[config.mk]
export PLATFORM = sky130hd
export DESIGN_NAME = edf_irq_sched
export DESIGN_NICKNAME = d
export VERILOG_FILES = /design/src/rtl/edf_pkg.sv /design/src/rtl/irq_arbiter.sv /design/src/rtl/edf_irq_sched.sv
export SDC_FILE = /design/constraint.sdc
export NUM_CORES = 1
export LEC_CHECK = 0
export ABC_CLOCK_PERIOD_IN_PS = 95800
export BUFFER_PORTS_ARGS = -buffer_cell sky130_fd_sc_hd__clkbuf_2
export CORE_MARGIN = 10
export CORE_UTILIZATION = 50
export CTS_CLUSTER_SIZE = 28
export DETAILED_ROUTE_END_ITERATION = 6
export GPL_TIMING_DRIVEN = 1
export HOLD_SLACK_MARGIN = 0.05
export PLACE_DENSITY = 0.67
export SKIP_LAST_GASP = 1
export SLEW_MARGIN = 10
export SYNTH_ARGS = -nofsm -noshare
export SYNTH_HDL_FRONTEND = slang
export SYNTH_HIERARCHICAL = 1
export SYNTH_SLANG_ARGS = --single-unit
[constraint.sdc]
create_clock -name clk_i -period 95.8 [get_ports clk_i]
set_input_delay 14.37 -clock clk_i [delete_from_list [all_inputs] [get_ports clk_i]]
set_output_delay 14.37 -clock clk_i [all_outputs]
set_load 0.02 [all_outputs]
[src/rtl/edf_pkg.sv]
// Shared defaults and FSM encoding for the EDF interrupt scheduler.
package edf_pkg;
  localparam int NR_IRQS    = 32;
  localparam int PRIO_WIDTH = 8;
  localparam int NEST_DEPTH = 4;

  typedef enum logic {
    IDLE,
    REQ
  } state_e;
endpackage

[src/rtl/irq_arbiter.sv]
// Combinational earliest-deadline picker: lowest prio value wins, ties go to the lowest index.
module irq_arbiter #(
  parameter int NrIrqs    = 32,
  parameter int PrioWidth = 8,
  localparam int IdxW     = $clog2(NrIrqs)
) (
  input  logic [NrIrqs-1:0]                valid_i,
  input  logic [NrIrqs-1:0][PrioWidth-1:0] prio_i,
  output logic                             valid_o,
  output logic [IdxW-1:0]                  id_o,
  output logic [PrioWidth-1:0]             prio_o
);

  // NOTE: every output gets a default before the loop so no latch is inferred.
  always_comb begin
    valid_o = 1'b0;
    id_o    = '0;
    prio_o  = '1;
    // Strict compare while scanning upwards keeps the lower index on a tie.
    for (int i = 0; i < NrIrqs; i++) begin
      if (valid_i[i] && (!valid_o || prio_i[i] < prio_o)) begin
        valid_o = 1'b1;
        id_o    = IdxW'(i);
        prio_o  = prio_i[i];
      end
    end
  end

endmodule

[src/rtl/edf_irq_sched.sv]
// EDF interrupt scheduler: edge-latched pending bits, deadline arbitration and a nesting threshold stack.
module edf_irq_sched
  import edf_pkg::*;
#(
  parameter int NrIrqs    = NR_IRQS,
  parameter int PrioWidth = PRIO_WIDTH,
  parameter int NestDepth = NEST_DEPTH,
  localparam int IdxW     = $clog2(NrIrqs),
  localparam int ThrW     = PrioWidth + 1,
  localparam int DepthW   = $clog2(NestDepth + 1)
) (
  input  logic                 clk_i,
  input  logic                 rst_i,
  input  logic [NrIrqs-1:0]    irq_src_i,
  input  logic                 cfg_we_i,
  input  logic [IdxW-1:0]      cfg_idx_i,
  input  logic                 cfg_ie_i,
  input  logic [PrioWidth-1:0] cfg_prio_i,
  output logic                 irq_valid_o,
  output logic [IdxW-1:0]      irq_id_o,
  output logic [PrioWidth-1:0] irq_prio_o,
  input  logic                 irq_ack_i,
  input  logic                 irq_done_i,
  output logic [ThrW-1:0]      thr_o,
  output logic [DepthW-1:0]    depth_o
);

  localparam logic [ThrW-1:0] ThrReset = {1'b1, {PrioWidth{1'b0}}};

  state_e                         state_q, state_d;
  logic [NrIrqs-1:0]              src_q, pending_q, pending_d, ie_q;
  logic [NrIrqs-1:0][PrioWidth-1:0] prio_q;
  logic [ThrW-1:0]                thr_q, stack_top;
  logic [ThrW-1:0]                stack_q [NestDepth];
  logic [DepthW-1:0]              depth_q;
  logic                           arb_valid, take, claim, pop;
  logic [IdxW-1:0]                arb_id;
  logic [PrioWidth-1:0]           arb_prio;

  irq_arbiter #(
    .NrIrqs   (NrIrqs),
    .PrioWidth(PrioWidth)
  ) u_arbiter (
    .valid_i(pending_q & ie_q),
    .prio_i (prio_q),
    .valid_o(arb_valid),
    .id_o   (arb_id),
    .prio_o (arb_prio)
  );

  assign take  = arb_valid && ({1'b0, arb_prio} < thr_q) && (depth_q < DepthW'(NestDepth));
  assign claim = (state_q == REQ) && irq_ack_i;
  assign pop   = irq_done_i && (depth_q != '0);

  always_ff @(posedge clk_i or posedge rst_i) begin
    if (rst_i) state_q <= IDLE;
    else       state_q <= state_d;
  end

  always_comb begin
    state_d = state_q;
    unique case (state_q)
      IDLE:    if (take) state_d = REQ;
      REQ:     if (irq_ack_i) state_d = IDLE;
      default: state_d = IDLE;
    endcase
  end

  // An edge set is applied after the ack clear so a coincident edge survives the claim.
  always_comb begin
    pending_d = pending_q;
    if (claim) pending_d[irq_id_o] = 1'b0;
    pending_d = pending_d | (irq_src_i & ~src_q & ie_q);
    if (cfg_we_i && !cfg_ie_i) pending_d[cfg_idx_i] = 1'b0;
  end

  always_comb begin
    stack_top = '0;
    for (int k = 0; k < NestDepth; k++)
      if (depth_q == DepthW'(k + 1)) stack_top = stack_q[k];
  end

  // NOTE: sequential state uses non-blocking assignments only, so every register sees pre-edge values.
  always_ff @(posedge clk_i or posedge rst_i) begin
    if (rst_i) begin
      src_q      <= '0;
      pending_q  <= '0;
      ie_q       <= '0;
      prio_q     <= '1;
      irq_id_o   <= '0;
      irq_prio_o <= '0;
    end else begin
      src_q     <= irq_src_i;
      pending_q <= pending_d;
      if (cfg_we_i) begin
        ie_q[cfg_idx_i]   <= cfg_ie_i;
        prio_q[cfg_idx_i] <= cfg_prio_i;
      end
      if (state_q == IDLE && take) begin
        irq_id_o   <= arb_id;
        irq_prio_o <= arb_prio;
      end
    end
  end

  // NOTE: the stack is a small register array, so it is reset explicitly rather than left unknown.
  always_ff @(posedge clk_i or posedge rst_i) begin
    if (rst_i) begin
      thr_q   <= ThrReset;
      depth_q <= '0;
      for (int k = 0; k < NestDepth; k++) stack_q[k] <= '0;
    end else if (claim && pop) begin
      thr_q <= {1'b0, irq_prio_o};
    end else if (claim) begin
      for (int k = 0; k < NestDepth; k++)
        if (depth_q == DepthW'(k)) stack_q[k] <= thr_q;
      thr_q   <= {1'b0, irq_prio_o};
      depth_q <= depth_q + DepthW'(1);
    end else if (pop) begin
      thr_q   <= stack_top;
      depth_q <= depth_q - DepthW'(1);
    end
  end

  assign irq_valid_o = (state_q == REQ);
  assign thr_o       = thr_q;
  assign depth_o     = depth_q;

endmodule

---- Word level (Yosys, flattened, before mapping) ----
Cells that the tools add are included.
word-level totals
  flip-flop bits (word level) ............. 414
  bits in read-only memories .............. 0
  word-level logic and storage cells ...... 327
  bits of input ports ..................... 51
  latch bits .............................. 0
  RAM bits ................................ 0
  memories kept ........................... 0
cells by class
  bitwise operators ....................... 11
  eq/ne operators ......................... 4
  divide/modulo/power cells ............... 0
  reductions and logical operators ........ 112
  $mul .................................... 0
  shift operators ......................... 0
  add/sub/neg operators ................... 2
  $lt $le $gt $ge ......................... 37
  mux-type cells .......................... 117
operator list
  cell                number
  $mux 8              33
  $bwmux 256          1
  $lt 8x8->1          31
  $and 32x32->32      5
  $not 32->32         3
  $mux 5              16
  $mux 32             2
  $mux 9              7
  $demux 8 s5         1
  $logic_and 1x1->1   40
  $mux 1              37
  $bwmux 32           1
  $logic_not 1->1     32
  $mux 4              8
  $or 32x32->32       1
  $logic_or 1x1->1    31
  $mux 3              6
  $lt 5x6->1 const B  2
  $reduce_and 3->1    4
  $demux 1 s5         2
  $ge 5x1->1 const B  2
  $lt 8x9->1          1
  $eq 3x2->1 const B  2
  $reduce_bool 3->1   2
  other kinds (11)    13

---- Depth between registers and ports, before layout ----
Gate-level depths: netlist of run 1.
  depth after elaboration ................. 131
  mapped depth ............................ 379

---- Cells and area by module ----
The synthesis of run 1 kept the hierarchy.
by module, submodules not included
  module         instances  area an instance (sq um)  cells an instance  seq. area each (sq um)
  edf_irq_sched  1          16,921.2                  1,168              10,681.5
  irq_arbiter    1          12,430.7                  1,802              0.0

---- Least setup slack after synthesis of run 1 ----
OpenSTA, ideal clock, no wires.
  kind .................................... register -> register
  start point ............................. register pending_q[0]
  end point ............................... register irq_id_o[4]
  setup slack ............................. 34.066 ns
  clock period less this slack ............ 61.734 ns
  data arrival time ....................... 61.609 ns
  cell stages (with the launch flop) ...... 355
  path buffers ............................ 33
  library setup time ...................... 0.125 ns
  cell sequence ........................... dfrtp_1 > and2_1 > buf_2 > nor2b_1 > ha_1 > a211oi_1 > o21a_1 > a21oi_1 > o21ai_1 > nand2_1 > o21ai_0 > inv_1 > ha_1 > o211ai_1 > nor2_1 > and3_1 > and3_1 > nor2_1 > [... 319 more ...] > a21o_1 > a21o_1 > a21oi_1 > o21a_1 > nand2_1 > nor3_1 > a21oi_1 > inv_1 > a31o_1 > buf_6 > clkbuf_1 > o221ai_1 > ha_1 > a211oi_1 > o311ai_1 > a211oi_2 > buf_6 > mux2_2
on the way
  longest elaborated chain between the ends .. 130
RTL lines
  item                                           RTL line              RTL
  from (decl)                                    edf_irq_sched.sv:31   logic [NrIrqs-1:0] src_q, pending_q, pending_d, ie_q;
  from (signal assigned)                         edf_irq_sched.sv:94   pending_q <= pending_d;
  $and 32x32->32 *                               edf_irq_sched.sv:44   .valid_i(pending_q & ie_q),
  $mux 8 or $mux 1 (tied branches)               irq_arbiter.sv:21     if (valid_i[i] && (!valid_o || prio_i[i] < prio_o)) begin
  $lt 8x8->1 or $logic_not 1->1 (tied branches)  irq_arbiter.sv:21
  $logic_or 1x1->1                               irq_arbiter.sv:21
  $logic_and 1x1->1                              irq_arbiter.sv:21
  $mux 8 or $mux 1 (tied branches)               irq_arbiter.sv:21
  $lt 8x8->1 or $logic_not 1->1 (tied branches)  irq_arbiter.sv:21
  $logic_or 1x1->1                               irq_arbiter.sv:21
  [... 114 more ...]                             n/a
  $lt 8x8->1 or $logic_not 1->1 (tied branches)  irq_arbiter.sv:21
  $logic_or 1x1->1                               irq_arbiter.sv:21
  $logic_and 1x1->1                              irq_arbiter.sv:21
  $mux 8 *                                       irq_arbiter.sv:21
  via arb_prio[6]                                edf_irq_sched.sv:38   logic [PrioWidth-1:0] arb_prio;
  $lt 8x9->1 *                                   edf_irq_sched.sv:51   assign take = arb_valid && ({1'b0, arb_prio} < thr_q) && (depth_q < DepthW'(NestDepth));
  $logic_and 1x1->1 * (2 in series)              edf_irq_sched.sv:51
  $logic_and 1x1->1 *                            edf_irq_sched.sv:99   if (state_q == IDLE && take) begin
  to (signal assigned)                           edf_irq_sched.sv:100  irq_id_o <= arb_id;
  to (decl)                                      edf_irq_sched.sv:20   output logic [IdxW-1:0] irq_id_o,
The timed path passes the listed nets; every way through them passes the cells marked *.
A chain may end at the register's enable or synchronous reset.

---- Worst setup path in the final report of run 1 ----
  start point ............................. register ie_q[0]
  end point ............................... register irq_id_o[2]
on the way
  longest elaborated chain between the ends .. 130
RTL lines
  item                                           RTL line             RTL
  from (decl)                                    edf_irq_sched.sv:31
  from (signal, indexed assignment)              edf_irq_sched.sv:96  ie_q[cfg_idx_i] <= cfg_ie_i;
  $and 32x32->32 *                               edf_irq_sched.sv:44
  $mux 8 or $mux 1 (tied branches)               irq_arbiter.sv:21
  $lt 8x8->1 or $logic_not 1->1 (tied branches)  irq_arbiter.sv:21
  $logic_or 1x1->1                               irq_arbiter.sv:21
  $logic_and 1x1->1                              irq_arbiter.sv:21
  $mux 8 or $mux 1 (tied branches)               irq_arbiter.sv:21
  $lt 8x8->1 or $logic_not 1->1 (tied branches)  irq_arbiter.sv:21
  $logic_or 1x1->1                               irq_arbiter.sv:21
  [... 114 more ...]                             n/a
  $lt 8x8->1 or $logic_not 1->1 (tied branches)  irq_arbiter.sv:21
  $logic_or 1x1->1                               irq_arbiter.sv:21
  $logic_and 1x1->1                              irq_arbiter.sv:21
  $mux 8 *                                       irq_arbiter.sv:21
  via arb_prio[6]                                edf_irq_sched.sv:38
  $lt 8x9->1 *                                   edf_irq_sched.sv:51
  $logic_and 1x1->1 * (2 in series)              edf_irq_sched.sv:51
  $logic_and 1x1->1 *                            edf_irq_sched.sv:99
Marked as above.

==> results of run 1 <==
## routing by layer
metal	share of wire [%]	vias up
li1	-	11100
met1	47	11900
met2	46	625
met3	4.6	140
met4	2.6	6
met5	0.048	-
## cell type report
cell class	count	area [um^2]	area share, %
diodes	1	2.50	0.00779
clock inverters	19	339	1.06
inverters	192	728	2.27
flip-flops and latches	414	10700	33.3
clock buffers	73	1440	4.48
multi-input cells	2261	17500	54.4
repair buffers	89	490	1.53
well taps	765	957	2.98
## logic make-up after synthesis
family | after synthesis
AND/OR/NAND/NOR | 821
AO/OA/AOI/OAI | 801
multiplexers | 437
flip-flops | 414
buffers and inverters | 295
adder cells (fa/ha/maj) | 184
XOR/XNOR | 18
## path summary, 6_finish.rpt
check,to,startpoint
min in group asynchronous,pending_q[27],rst_i
setup reg to reg,irq_id_o[2],ie_q[0]
hold reg to reg,stack_q[7],stack_q[7]
hold / removal,stack_q[7],stack_q[7]
max in group asynchronous,ie_q[11],rst_i
setup / recovery,irq_id_o[2],ie_q[0]
## critical path: cells and delay by family (launching register included)
family                   cells  cell delay [ns]
AND/OR/NAND/NOR             88            16.93
multiplexers                18             6.34
buffers and inverters       30             3.40
flip-flops                   1             0.36
adder cells (fa/ha/maj)     32             9.03
AO/OA/AOI/OAI              157            36.89
## metrics by stage
stage,area (um^2),instances,utilization (%),hold slack [ns],worst slack [ns]
finish,32100,3814,55.4,0.481,22.61
global route,32100,3814,55.4,0.497,16.97
detailed placement,30300,3721,52.4,0.470,24.21
global placement,30300,3721,52.4,0.461,26.27
CTS,32100,3813,55.4,0.483,24.00
floorplan,29400,2970,-,0.445,34.07
## registers in the layout, summed over array words and instances (netlist names)
register,cells
irq_valid_o,1
prio_q,256
thr_o,9
pending_q,32
depth_o,3
ie_q,32
irq_prio_o,8
src_q,32
irq_id_o,5
stack_q,36
## cells in the mapped netlist, types with 22 or more instances
| cell type | n | area [um^2] |
|---|---|---|
| a21o_1 | 57 | 428 |
| a21oi_1 | 161 | 806 |
| a31oi_1 | 26 | 163 |
| and2_1 | 50 | 313 |
| and3_1 | 27 | 169 |
| clkbuf_1 | 67 | 251 |
| dfrtp_1 | 157 | 3930 |
| dfstp_2 | 257 | 6750 |
| ha_1 | 176 | 2200 |
| inv_1 | 190 | 713 |
| mux2_1 | 24 | 270 |
| mux2_2 | 350 | 3940 |
| mux2i_1 | 55 | 551 |
| nand2_1 | 216 | 811 |
| nand2b_1 | 24 | 150 |
| nand3_1 | 38 | 190 |
| nand3b_1 | 43 | 323 |
| nand4_1 | 30 | 188 |
| nor2_1 | 180 | 676 |
| nor2b_1 | 29 | 181 |
| nor3_1 | 46 | 230 |
| o21ai_0 | 185 | 926 |
| o21ai_1 | 22 | 110 |
| o31ai_1 | 26 | 195 |
| or3_1 | 25 | 156 |
==> Implementation_results.wiki, run 1 <==
{| class="wikitable"
! Metric !! Value
|-
| Total of endpoints with negative setup slack in the final report || 0
|-
| Number of placed I/O pins || 77
|-
| Number of filler instances in the final layout || 5,132
|-
| Number of port buffers || 76
|-
| Number of warning messages in the yosys log || 6
|-
| Met3 Use GR || 3.28%
|-
| Synth Area in Compound Gates || 19.5%
|-
| Simple logic cell fraction of the synthesized area || 15.0%
|-
| Initial DRC Count || 1,910
|-
| H-Tree Level Count || 2
|-
| Total iterations of the first detailed-routing run || 6
|-
| Remaining design rule violation count || 0
|-
| Ratio of cells with drive above 1 in the final layout || 29.7%
|-
| Worst-Skew Late Latency || about 0.60 ns
|-
| Cell count of the worst hold path || 2
|-
| Class of the worst hold path || register to register
|-
| Maximum number of pins on one net before global-route repair || roughly 170
|-
| Area of the mapped netlist || 29,400 um^2
|-
| Portion of netlist area occupied by mux cells || 16.7%
|-
| Placer's final routability congestion estimate || roughly 0.9
|-
| Time the worst path needs with I/O delays and setup || 73.19 ns
|-
| Proportion of synthesized chip area in sequential cells || 36.4%
|-
| Unrepaired setup endpoints after global routing || no
|-
| Yosys cell types || roughly 130
|-
| Max clock buf depth || 3
|-
| Initial antenna violation count || 5
|-
| Clock skew after layout || 0.0155 ns
|-
| Clk pin slew, worst setup/hold paths || ~0.060 ns
|-
| Mean post-synth cell area || between 9 and 10 um^2
|-
| Most frequent standard cell in the layout excluding fill and tap cells || mux2_2
|-
| Die Wd || 262 um
|-
| Vias after detailed routing || 23,700
|-
| Most used flip-flop cell after synthesis || dfstp_2
|-
| Hold Violations, Final || 0
|-
| Placeable core region || ~58,000 um^2
|-
| CP Capture Type || register
|-
| Starting utilization of the core area || 50.7%
|-
| Number of clock buffers inserted by TritonCTS || 49
|-
| CTS tree || built
|-
| Via count of the first global-routing pass || ~23,000
|-
| Layer with the highest usage after global routing || met2
|-
| Number of placement rows || 88
|-
| Worst Reg-to-Reg Cells || roughly 330
|-
| Number of pins exceeding their max-slew limit in the final report || 0
|-
| Share of the cycle needed by the critical path after routing || 76.4%
|-
| Worst slew margin relative to its limit || 19.4%
|-
| Setup TNS || 0 ns
|-
| Max-cap violation count || 0
|-
| Main combinational cell family by area after synthesis || compound AO/OA/AOI/OAI gates
|-
| Number of instances in the synthesized netlist || a little under 3,000
|-
| Met2 Track Usage GR || around 38%
|-
| Most frequent cells in the layout || 350 x mux2_2, 257 x dfstp_2, 216 x nand2_1
|-
| All-Layer GR Usage || 23.5%
|-
| Cell at the root of the clock tree || clkbuf_16
|-
| Sum of overflow across all layers after global routing || 0
|-
| Count of buffers added by post-CTS timing repair for setup || 0
|-
| Hold-fix buffers at CTS || 0
|-
| Layout-stage area growth over the synthesis result || 9.38%
|-
| Worst Path Class, Setup || register to register
|-
| Number of gates resized after CTS || 0
|-
| Data required, critical path || 96.27 ns
|-
| Async set-or-reset flop fraction in the synthesized netlist || 100%
|-
| Fmax || between 0.01 and 0.015 GHz
|-
| Clock tree sinks || 414
|-
| CP max-delay cell || a21oi_1
|-
| Via-to-Cell Ratio || 6.22
|-
| Final net count || 3,234
|-
| Xor/xnor cell area share of the yosys netlist || 0.537%
|-
| Critical path fanouts, max || 25
|-
| Slew @ Worst Pin || around 1.2 ns
|-
| Arrival time of data at the critical path endpoint || 73.67 ns
|-
| Placed wire-length estimate after detailed placement || 60,300 um
|-
| CP peak stage delay || 0.94 ns
|-
| Number of synthesized flops with an enable pin || 0
|-
| Remaining antenna violation count after routing || 0
|-
| Startpoint type of the worst setup path || register
|-
| DIE AREA || 68,800 um^2
|-
| Adder and majority gate portion of the synthesized area || about 8%
|-
| Register bit total from synthesis || just over 400
|-
| Wire length of the first global-routing pass || 133,000 um
|-
| GR met1 Demand/Resource || 32.4%
|-
| Run status || complete, no violations
|-
| Total wire length after detailed routing || 84,600 um
|-
| Vertical extent of the die || 262 um
|-
| Post-synthesis net count || 3,197
|-
| Register-to-Register Setup Slack || 22.61 ns
|-
| Routed wirelength normalized by instance count || 22.2 um
|}
Power of run 1 is not shown: default switching activity piles up to over one toggle a cycle in this logic, so the estimate is an artifact.
==> run 2, diff against run 1 <==
- ABC_CLOCK_PERIOD_IN_PS: 95800 -> 66300
- PLACE_DENSITY: 0.67 -> 0.7
- clock period: 95.8 -> 66.3 ns (I/O delays scaled with it)
==> run 2 against run 1 <==
Against the previous run: sequential share of layout area is 1.0 points lower; final cell count is 1.9% higher; utilization is 1.7 points higher; cell area is 3.1% higher; highest routed layer unchanged; clock-buffer cell count is 10 lower; critical path depth is 5 higher; first-iteration DRC count is 1.4% higher; fmax is 16% higher; hold slack worse by 0.0050 ns; die area stayed put.
==> Implementation_results.wiki, run 2 (same netlist as run 1, synthesis figures left out) <==
{| class="wikitable"
! Metric !! Value
|-
| Vias after detailed routing || between 20,000 and 25,000
|-
| Most frequent standard cell in the layout excluding fill and tap cells || mux2_2
|-
| Placed wire-length estimate after detailed placement || 60,700 um
|-
| Time the worst path needs with I/O delays and setup || 63.27 ns
|-
| Number of placed I/O pins || 77
|-
| Area after DPL || about 30,000 um^2
|-
| Number of port buffers || 76
|-
| Max FFs per register || 256
|-
| CP startpoint || ie_q[0]
|-
| Fmax || 0.0158 GHz
|-
| Final net count || 3,306
|-
| Arrival time of data at the critical path endpoint || 63.75 ns
|-
| CTS tree || built
|-
| CP peak stage delay || 0.62 ns
|-
| Hold-fix buffers at CTS || 0
|-
| Clock tree sinks || roughly 410
|-
| Ratio of cells with drive above 1 in the final layout || 34.0%
|-
| Critical path fanouts, max || 18
|-
| Max clock buf depth || 3
|-
| Launch instance of the worst register-to-register path || ie_q[0]
|-
| CP max-delay cell || o41a_4
|-
| Total iterations of the first detailed-routing run || 6
|-
| Most frequent cells in the layout || 350 x mux2_2, 257 x dfstp_2, 215 x nand2_1
|-
| Worst Path Class, Setup || register to register
|-
| All-Layer GR Usage || 23.7%
|-
| Slew @ Worst Pin || about 1.2 ns
|-
| Register-to-Register Setup Slack || 3.03 ns
|-
| Starting utilization of the core area || 50.7%
|-
| Routed wirelength normalized by instance count || about 22 um
|-
| Initial DRC Count || 1,937
|-
| Sum of overflow across all layers after global routing || 0
|-
| DIE AREA || 68,800 um^2
|-
| Total wire length after detailed routing || 86,600 um
|-
| Layout-stage area growth over the synthesis result || 12.8%
|-
| Cell at the root of the clock tree || clkbuf_16
|-
| H-Tree Level Count || 2
|-
| Via count of the first global-routing pass || 24,000
|-
| Remaining antenna violation count after routing || 0
|-
| Run status || complete, no violations
|-
| Crit-path most repeated cell || nand2_1
|-
| Worst slew margin relative to its limit || 23.3%
|-
| Biggest regs || prio_q: 256 flops, stack_q: 36 flops
|-
| Number of pins exceeding their max-slew limit in the final report || 0
|-
| Setup TNS || 0 ns
|-
| End of the critical path || irq_prio_o[2]
|-
| Hold Violations, Final || 0
|-
| Class of the worst hold path || register to register
|-
| Maximum number of pins on one net before global-route repair || approximately 190
|-
| Number of filler instances in the final layout || 4,919
|-
| Total non-filler cell area in the finished layout || between 30,000 and 40,000 um^2
|-
| Vertical extent of the die || 262 um
|-
| Clock skew after layout || 0.0145 ns
|-
| Initial antenna violation count || 4
|-
| Data required, critical path || 66.79 ns
|-
| CP Capture Type || register
|-
| Startpoint type of the worst setup path || register
|-
| Placer's final routability congestion estimate || 0.929
|-
| Max-cap violation count || 0
|-
| Die Wd || 262 um
|-
| Total of endpoints with negative setup slack in the final report || 0
|-
| Number of clock buffers inserted by TritonCTS || 49
|-
| Wire length of the first global-routing pass || ~130,000 um
|-
| Worst Reg-to-Reg Cells || between 300 and 400
|-
| Via-to-Cell Ratio || 6.34
|-
| Number of placement rows || 88
|-
| Remaining design rule violation count || 0
|-
| Share of the cycle needed by the critical path after routing || 95.4%
|-
| Worst-Skew Late Latency || around 0.60 ns
|-
| RR Endpoint || irq_prio_o[2]
|-
| Worst Min Path Start || stack_q[7]
|-
| Placeable core region || 57,900 um^2
|-
| Register bank with the most flops || prio_q
|-
| Clk pin slew, worst setup/hold paths || 0.06 ns
|}
-- run 2: how the worst min path moves through the flow --
stage / endpoint / cells past startpoint / slack [ns]
after floorplan: stack_q[7] / 2 / 0.44
after global placement: stack_q[7] / 2 / 0.46
after detailed placement: stack_q[7] / 2 / 0.47
after CTS: stack_q[7] / 2 / 0.48
after global routing: stack_q[30] / 2 / 0.50
final: stack_q[7] / 2 / 0.48
-- run 2: critical path: cells and delay by family (launching register included) --
family | cells | cell delay [ns]
AOI/OAI and AO/OA | 154 | 30.87
adders and majority gates | 32 | 8.95
buffers and inverters | 38 | 4.34
DFF | 1 | 0.36
muxes | 18 | 5.91
and+or+nand+nor | 88 | 12.52
-- run 2: cell type report --
cell class	count	area, um^2	area share (%)
inverters	192	728	2.20
clock buffers	63	1350	4.07
well taps	765	957	2.89
multi-input cells	2267	18000	54.3
clock inverters	29	419	1.27
flip-flops and latches	414	10700	32.3
repair buffers	155	998	3.02
diodes	1	2.50	0.00756
-- run 2: through the flow --
step / worst slack [ns] / instances / hold slack, ns / util (%)
after floorplan: 4.57 / 2970 / 0.445 / -
after global placement: 0.276 / 3735 / 0.458 / 52.5
after detailed placement: -2.32 / 3735 / 0.466 / 52.5
after CTS: 0.0397 / 3831 / 0.479 / 55.8
after global routing: -0.412 / 3886 / 0.504 / 57.2
final: 3.03 / 3886 / 0.476 / 57.2
-- run 2: repair_timing --
item                                    CTS  global route
setup buffers                             3            49
gates cloned                              1             5
pin swaps                                 1            25
endpoints found under the setup margin   14            14
gates resized for setup                  21           102
-- run 2: routing by layer --
layer	GRT usage (%)	vias to the layer above	wire length, um
li1	-	11300	-
met1	31.9	12300	38100
met2	39.1	942	40800
met3	3.51	150	5400
met4	6.20	6	2150
met5	0	-	47
Power of run 2 is left out for the same reason.
